--- src/rtl/spi_led_ctrl.sv ---
// Command executor behind spi_slave: per-LED brightness registers, PWM drive and read responses.
// Optional build macro LED_FADE_EN: applied level ramps toward the written target one step per FADE_TICKS.
//
// state   | meaning
// IDLE    | waiting for a decoded frame
// DECODE  | classify latched cmd/addr; write, read response or error is committed leaving here
// EXEC_WR | brightness write visible, return to IDLE
// EXEC_RD | read response loaded, proceed to RESP
// RESP    | tx_enb held with o_frame stable until cs deasserts
module spi_led_ctrl #(
    parameter int NUM_LEDS     = 4,
    parameter int PWM_PRESCALE = 1250,
    parameter int MAX_LEVEL    = 100,
`ifdef LED_FADE_EN
    parameter int FADE_TICKS   = 125000,
`endif
    parameter logic CS_ASSERT  = 1'b0
) (
    input  logic                sysclk,
    input  logic                rst_n,
    input  logic                cs,
    input  logic                frame_valid,
    input  logic [7:0]          i_cmd,
    input  logic [7:0]          i_addr,
    input  logic [7:0]          i_payload,
    output logic                tx_enb,
    output logic [23:0]         o_frame,
    output logic [NUM_LEDS-1:0] led_pwm,
    output logic                cmd_err
);

    localparam logic [7:0] CMD_NOP   = 8'h00;
    localparam logic [7:0] CMD_WRITE = 8'h01;
    localparam logic [7:0] CMD_READ  = 8'h02;

    localparam int         IDX_W      = (NUM_LEDS > 1) ? $clog2(NUM_LEDS) : 1;
    localparam logic [7:0] NUM_LEDS_B = 8'(NUM_LEDS);
    localparam logic [7:0] LEVEL_MAX  = 8'(MAX_LEVEL);
    localparam logic [7:0] STEP_LAST  = 8'(MAX_LEVEL - 1);
    localparam int         PRESC_W    = $clog2(PWM_PRESCALE + 1);
    localparam logic [PRESC_W-1:0] PRESC_LAST = PRESC_W'(PWM_PRESCALE - 1);

    typedef enum logic [2:0] {IDLE, DECODE, EXEC_WR, EXEC_RD, RESP} state_t;

    state_t             state, state_nxt;
    logic [7:0]         cmd_q, addr_q, payload_q;
    logic [IDX_W-1:0]   idx;
    logic               cs_act, addr_ok;
    logic               do_wr, do_rd, do_err, do_clr;
    logic [7:0]         target [NUM_LEDS];
    logic [7:0]         level  [NUM_LEDS];
    logic [PRESC_W-1:0] presc;
    logic [7:0]         step;

    assign cs_act  = (cs == CS_ASSERT);
    assign addr_ok = (addr_q < NUM_LEDS_B);
    assign idx     = addr_q[IDX_W-1:0];

    always_ff @(posedge sysclk or negedge rst_n) begin
        if (!rst_n) state <= IDLE;
        else        state <= state_nxt;
    end

    always_comb begin
        state_nxt = state;
        do_wr     = 1'b0;
        do_rd     = 1'b0;
        do_err    = 1'b0;
        do_clr    = 1'b0;
        case (state)
            IDLE: if (frame_valid) state_nxt = DECODE;
            DECODE: begin
                if (!cs_act) begin
                    state_nxt = IDLE;
                end else if (addr_ok && cmd_q == CMD_WRITE) begin
                    state_nxt = EXEC_WR;
                    do_wr     = 1'b1;
                end else if (addr_ok && cmd_q == CMD_READ) begin
                    state_nxt = EXEC_RD;
                    do_rd     = 1'b1;
                end else if (cmd_q == CMD_NOP) begin
                    state_nxt = IDLE;
                end else begin
                    state_nxt = RESP;
                    do_err    = 1'b1;
                end
            end
            EXEC_WR: state_nxt = IDLE;
            EXEC_RD: begin
                state_nxt = cs_act ? RESP : IDLE;
                do_clr    = !cs_act;
            end
            RESP: begin
                if (!cs_act) begin
                    state_nxt = IDLE;
                    do_clr    = 1'b1;
                end
            end
            default: state_nxt = IDLE;
        endcase
    end

    // Actions are registered on the DECODE exit edge so writes and tx_enb land two cycles after frame_valid.
    always_ff @(posedge sysclk or negedge rst_n) begin
        if (!rst_n) begin
            cmd_q     <= '0;
            addr_q    <= '0;
            payload_q <= '0;
            tx_enb    <= 1'b0;
            o_frame   <= '0;
            cmd_err   <= 1'b0;
            for (int i = 0; i < NUM_LEDS; i++) target[i] <= '0;
        end else begin
            cmd_err <= do_err;
            if (state == IDLE && frame_valid) begin
                cmd_q     <= i_cmd;
                addr_q    <= i_addr;
                payload_q <= i_payload;
            end
            if (do_wr)
                target[idx] <= (payload_q > LEVEL_MAX) ? LEVEL_MAX : payload_q;
            if (do_rd) begin
                tx_enb  <= 1'b1;
                o_frame <= {CMD_READ, addr_q, target[idx]};
            end else if (do_err) begin
                tx_enb  <= 1'b1;
                o_frame <= {8'hFF, addr_q, 8'h00};
            end else if (do_clr) begin
                tx_enb  <= 1'b0;
                o_frame <= '0;
            end
        end
    end

`ifdef LED_FADE_EN
    localparam int FADE_W = $clog2(FADE_TICKS + 1);
    localparam logic [FADE_W-1:0] FADE_LAST = FADE_W'(FADE_TICKS - 1);
    logic [FADE_W-1:0] fade_cnt;

    always_ff @(posedge sysclk or negedge rst_n) begin
        if (!rst_n) begin
            fade_cnt <= FADE_LAST;
            for (int i = 0; i < NUM_LEDS; i++) level[i] <= '0;
        end else if (fade_cnt == '0) begin
            fade_cnt <= FADE_LAST;
            for (int i = 0; i < NUM_LEDS; i++) begin
                if (level[i] < target[i])      level[i] <= level[i] + 8'd1;
                else if (level[i] > target[i]) level[i] <= level[i] - 8'd1;
            end
        end else begin
            fade_cnt <= fade_cnt - 1'b1;
        end
    end
`else
    always_comb begin
        for (int i = 0; i < NUM_LEDS; i++) level[i] = target[i];
    end
`endif

    // Level 0 never matches and MAX_LEVEL always matches, giving constant off/on.
    always_ff @(posedge sysclk or negedge rst_n) begin
        if (!rst_n) begin
            presc   <= '0;
            step    <= '0;
            led_pwm <= '0;
        end else begin
            if (presc == PRESC_LAST) begin
                presc <= '0;
                step  <= (step == STEP_LAST) ? 8'd0 : step + 8'd1;
            end else begin
                presc <= presc + 1'b1;
            end
            for (int i = 0; i < NUM_LEDS; i++) led_pwm[i] <= (step < level[i]);
        end
    end

endmodule

--- config.mk ---
export PLATFORM = sky130hd
export DESIGN_NAME = spi_led_ctrl
export DESIGN_NICKNAME = d
export VERILOG_FILES = /design/src/rtl/spi_led_ctrl.sv
export SDC_FILE = /design/constraint.sdc
export NUM_CORES = 1
export LEC_CHECK = 0
export CAP_MARGIN = 20
export CORE_MARGIN = 1.5
export CORE_UTILIZATION = 40
export CTS_CLUSTER_DIAMETER = 120
export DETAILED_ROUTE_END_ITERATION = 8
export GPL_TIMING_DRIVEN = 0
export SYNTH_ARGS = -nofsm -noshare
export SYNTH_HDL_FRONTEND = slang
export SYNTH_SLANG_ARGS = --single-unit
export TNS_END_PERCENT = 1
--- constraint.sdc ---
create_clock -name sysclk -period 4.15 [get_ports sysclk]
set_input_delay 0.6225 -clock sysclk [delete_from_list [all_inputs] [get_ports sysclk]]
set_output_delay 0.6225 -clock sysclk [all_outputs]
set_load 0.02 [all_outputs]
==> results.toml <==
[setup_path]
path_max_fanout = 8
worst-path-buf-inv = 1
cpMaxStageDelayCell = "sky130_fd_sc_hd__or4b_1"
critPathRequiredTime_ps = 4380
critPathMaxStageDelay_ps = 650
worstSetupStartpointType = "primary input"
critical_path_arrival_ps = 3080
crit_path_end_kind = "flop"
timing.critical_path.cells = "clkdlybuf4s50_1 > or4b_1 > nor4_4 > nand4b_2 > mux2_2"
worstSetupPathType = "primary input to flop"
crit_family = "simple AND/OR/NAND/NOR gates"

[timing]
report.final.setup_viol = 0
finalWorstSetupSlack_ps = 1300
fin_setup_tns_ps = 0
fmaxAchievable_ghz = 0.351
period_share_pct = 68.7
finalHoldViolations = 0
final.setup_skew_ps = 7.14
max_slew_margin_pct = 34.2
final-max-slew-violation-count = 0
worstMarginPinSlew_ps = 984
final.min_clock_period_ps = 2850
grt_setup_unrepaired = "false"

[clock_tree]
postCtsResizedCells = 0
ctsHtreeMaxLevel = 3
cts_made_buffers = 9
clock_sink_count = 101
clk_latency_ps = 350
cts_tree = "yes"
ctsRootBufferMaster = "sky130_fd_sc_hd__clkbuf_16"
postCtsSetupRepairBufs = 0
clkTransAtPathRegs_ps = 70
cts.hold.buffers_added = 0
ctsLongestPathBuffers = 2

[run]
drv_cap = 0

[drt]
drc = 0
detail_route.first_pass.iterations = 4
detail-route-antenna-nets = 0
detailroute.via_count = 3386
routed_len_inst_microns = 16.2
totalWireLength_microns = 10500
avgViaCountPerCell = 5.20
drt_first_iter_violations = 137

[placement]
pre_cts_slack_ps = 935
dp_hpwl_microns = 7790
routability_cong = 0.822
count_of_buffers_inserted_at_the_top_level_ports = 57

[die]
die_area_sq_um = 13200
die-height_microns = 115
die_w_microns = 115
core-area_sq_um = 12100
rows = 40
initial_core_util_pct = 41.4
boundaryPins = 58

[synthesis]
synth_top_cell_by_area = "sky130_fd_sc_hd__dfrtp_1"
synth_top_area_share_pct = 50.4
post_synthesis_compound_gate_area_fraction_pct = 9.51
synth-seq-area-share_pct = 50.4
ys.flop_type = "sky130_fd_sc_hd__dfrtp_1"
post_synth_inst_count = 409
synth-edff-count = 0
synth.most_common_cell = "sky130_fd_sc_hd__dfrtp_1"
synth_adder_area_share_pct = 7.74
ys_seq_elements = 101
synth.area.mux_share_pct = 15.3
postSynthAreaPerCell_sq_um = 12.3
netlist_area_sq_um = 5010
synth_area_leaders = "sky130_fd_sc_hd__dfrtp_1 50%, sky130_fd_sc_hd__mux2_2 12%, sky130_fd_sc_hd__ha_1 7.7%"
post_synth_num_cell_types = 49
synth_xor_area_share_pct = 1.92
dominant_combinational_cell_family_by_area_after_synthesis = "multiplexers"
synth_simple_gate_area_share_pct = 10.9
ys.warnings.count = 0
syn_nets = 468
ranking_of_synthesized_cells_by_instance_count = "101 x sky130_fd_sc_hd__dfrtp_1, 52 x sky130_fd_sc_hd__mux2_2, 32 x sky130_fd_sc_hd__inv_1, 31 x sky130_fd_sc_hd__ha_1, 23 x sky130_fd_sc_hd__nand2_1"
async_set_or_reset_register_ratio_after_synthesis_pct = 100

[finish]
flow.area_growth_from_synthesis_pct = 22.9
diodes = 0
nets = 537
finish.utilization_pct = 50.8
ratio_of_cells_with_drive_above_1_in_the_final_layout_pct = 19.7

[hold_path]
min-delay-path-class = "primary input to async pin"

[global_route]
via_count_of_the_first_global_routing_pass = 3407
gr-usage-all-layers_pct = 17.7
antenna_found_initial = 0
global_route_wire_length_before_repair_microns = 17800
grt_overflow = 0
largest_net_degree_at_the_start_of_global_routing = 61

[pwr]
total_leakage_power_nw = 2.79
total_power_after_layout_mw = 3.15
power_density_nw_per_um2 = 511
ir_drop_mv = 0.294

[outcome]
status = "completed"
==> sequential cells by signal (all words and copies together), names as in the netlist <==
signal / cells
cmd_q: 8
payload_q: 8
tx_enb: 1
led_pwm: 4
o_frame: 17
cmd_err: 1
addr_q: 8
step: 8
level: 32
presc: 11
state: 3
==> metrics by stage <==
stage / hold slack, ps / area [sq um] / instances
finish: 250 / 6160 / 651
global route: 300 / 6160 / 651
CTS: 277 / 6160 / 651
detailed placement: 484 / 5820 / 635
global placement: 467 / 5790 / 634
floorplan: 327 / 5010 / 409
==> cells in the final DEF (no fill, tap or decap), types with 2 or more instances in the layout <==
master / n
sky130_fd_sc_hd__a21o_1: 8
sky130_fd_sc_hd__a21oi_1: 13
sky130_fd_sc_hd__a22o_1: 8
sky130_fd_sc_hd__a31oi_1: 5
sky130_fd_sc_hd__a32o_1: 8
sky130_fd_sc_hd__a41o_1: 4
sky130_fd_sc_hd__and2_1: 7
sky130_fd_sc_hd__and3_1: 4
sky130_fd_sc_hd__buf_1: 2
sky130_fd_sc_hd__buf_4: 9
sky130_fd_sc_hd__bufinv_16: 3
sky130_fd_sc_hd__clkbuf_1: 8
sky130_fd_sc_hd__clkbuf_16: 9
sky130_fd_sc_hd__clkdlybuf4s50_1: 56
sky130_fd_sc_hd__dfrtp_1: 101
sky130_fd_sc_hd__ha_1: 31
sky130_fd_sc_hd__inv_1: 32
sky130_fd_sc_hd__mux2_2: 52
sky130_fd_sc_hd__mux4_2: 8
sky130_fd_sc_hd__nand2_1: 23
sky130_fd_sc_hd__nand2b_1: 2
sky130_fd_sc_hd__nand3_1: 11
sky130_fd_sc_hd__nand4b_2: 2
sky130_fd_sc_hd__nor2_1: 10
sky130_fd_sc_hd__nor2b_1: 6
sky130_fd_sc_hd__nor3_1: 6
sky130_fd_sc_hd__o21ai_0: 8
sky130_fd_sc_hd__o22ai_1: 2
sky130_fd_sc_hd__or2_2: 2
sky130_fd_sc_hd__or3_1: 5
sky130_fd_sc_hd__or4_1: 4
sky130_fd_sc_hd__xnor2_1: 8
sky130_fd_sc_hd__xor2_1: 3
==> report_power, final <==
group	internal [mW]	total, mW	leakage [nW]	switching [mW]
registers	1.15	1.31	1.32	0.161
logic	0.453	0.880	1.31	0.427
clock network	0.589	0.957	0.163	0.367
total	2.19	3.15	2.79	0.955
==> routing by layer <==
layer	global-route usage (%)	routed length (microns)	up-vias
li1	-	-	1623
met1	23.8	4950	1699
met2	28.6	5050	51
met3	3.85	361	13
met4	6.17	174	0
met5	0	0	-
==> kinds of logic (layout without fill, tap and decap cells) <==
logic type      Yosys count  after routing
mux                      60             60
buf+inv                  49            123
fa+ha+maj                31             31
simple gates             92             92
flops                   101            101
compound gates           65             65
xor+xnor                 11             11
==> cell type report <==
class / instances / area [sq um]
sequential: 101 / 2530
clock buffer: 10 / 229
timing repair buffer: 58 / 596
multi-input combinational: 259 / 2270
fill: 1110 / 5950
buffer: 17 / 93.8
clock inverter: 6 / 111
inverter: 32 / 120
tap: 168 / 210
==> path summary, 6_finish.rpt <==
| check | cells after the start | to | slack, ps | from |
|---|---|---|---|---|
| min | 1 | cmd_q[3]$_DFFE_PN0P_ | 250 | rst_n |
| max | 5 | level[16]$_DFFE_PN0P_ | 1300 | cs |
| min in group sysclk | 1 | payload_q[1]$_DFFE_PN0P_ | 500 | payload_q[1]$_DFFE_PN0P_ |
| min reg2reg | 1 | payload_q[1]$_DFFE_PN0P_ | 500 | payload_q[1]$_DFFE_PN0P_ |
| max reg2reg | 5 | o_frame[12]$_DFFE_PN0P_ | 1530 | cmd_q[3]$_DFFE_PN0P_ |
| max in group asynchronous | 2 | presc[7]$_DFF_PN0_ | 3200 | rst_n |
No activity file was read; power rests on OpenSTA's default activity.
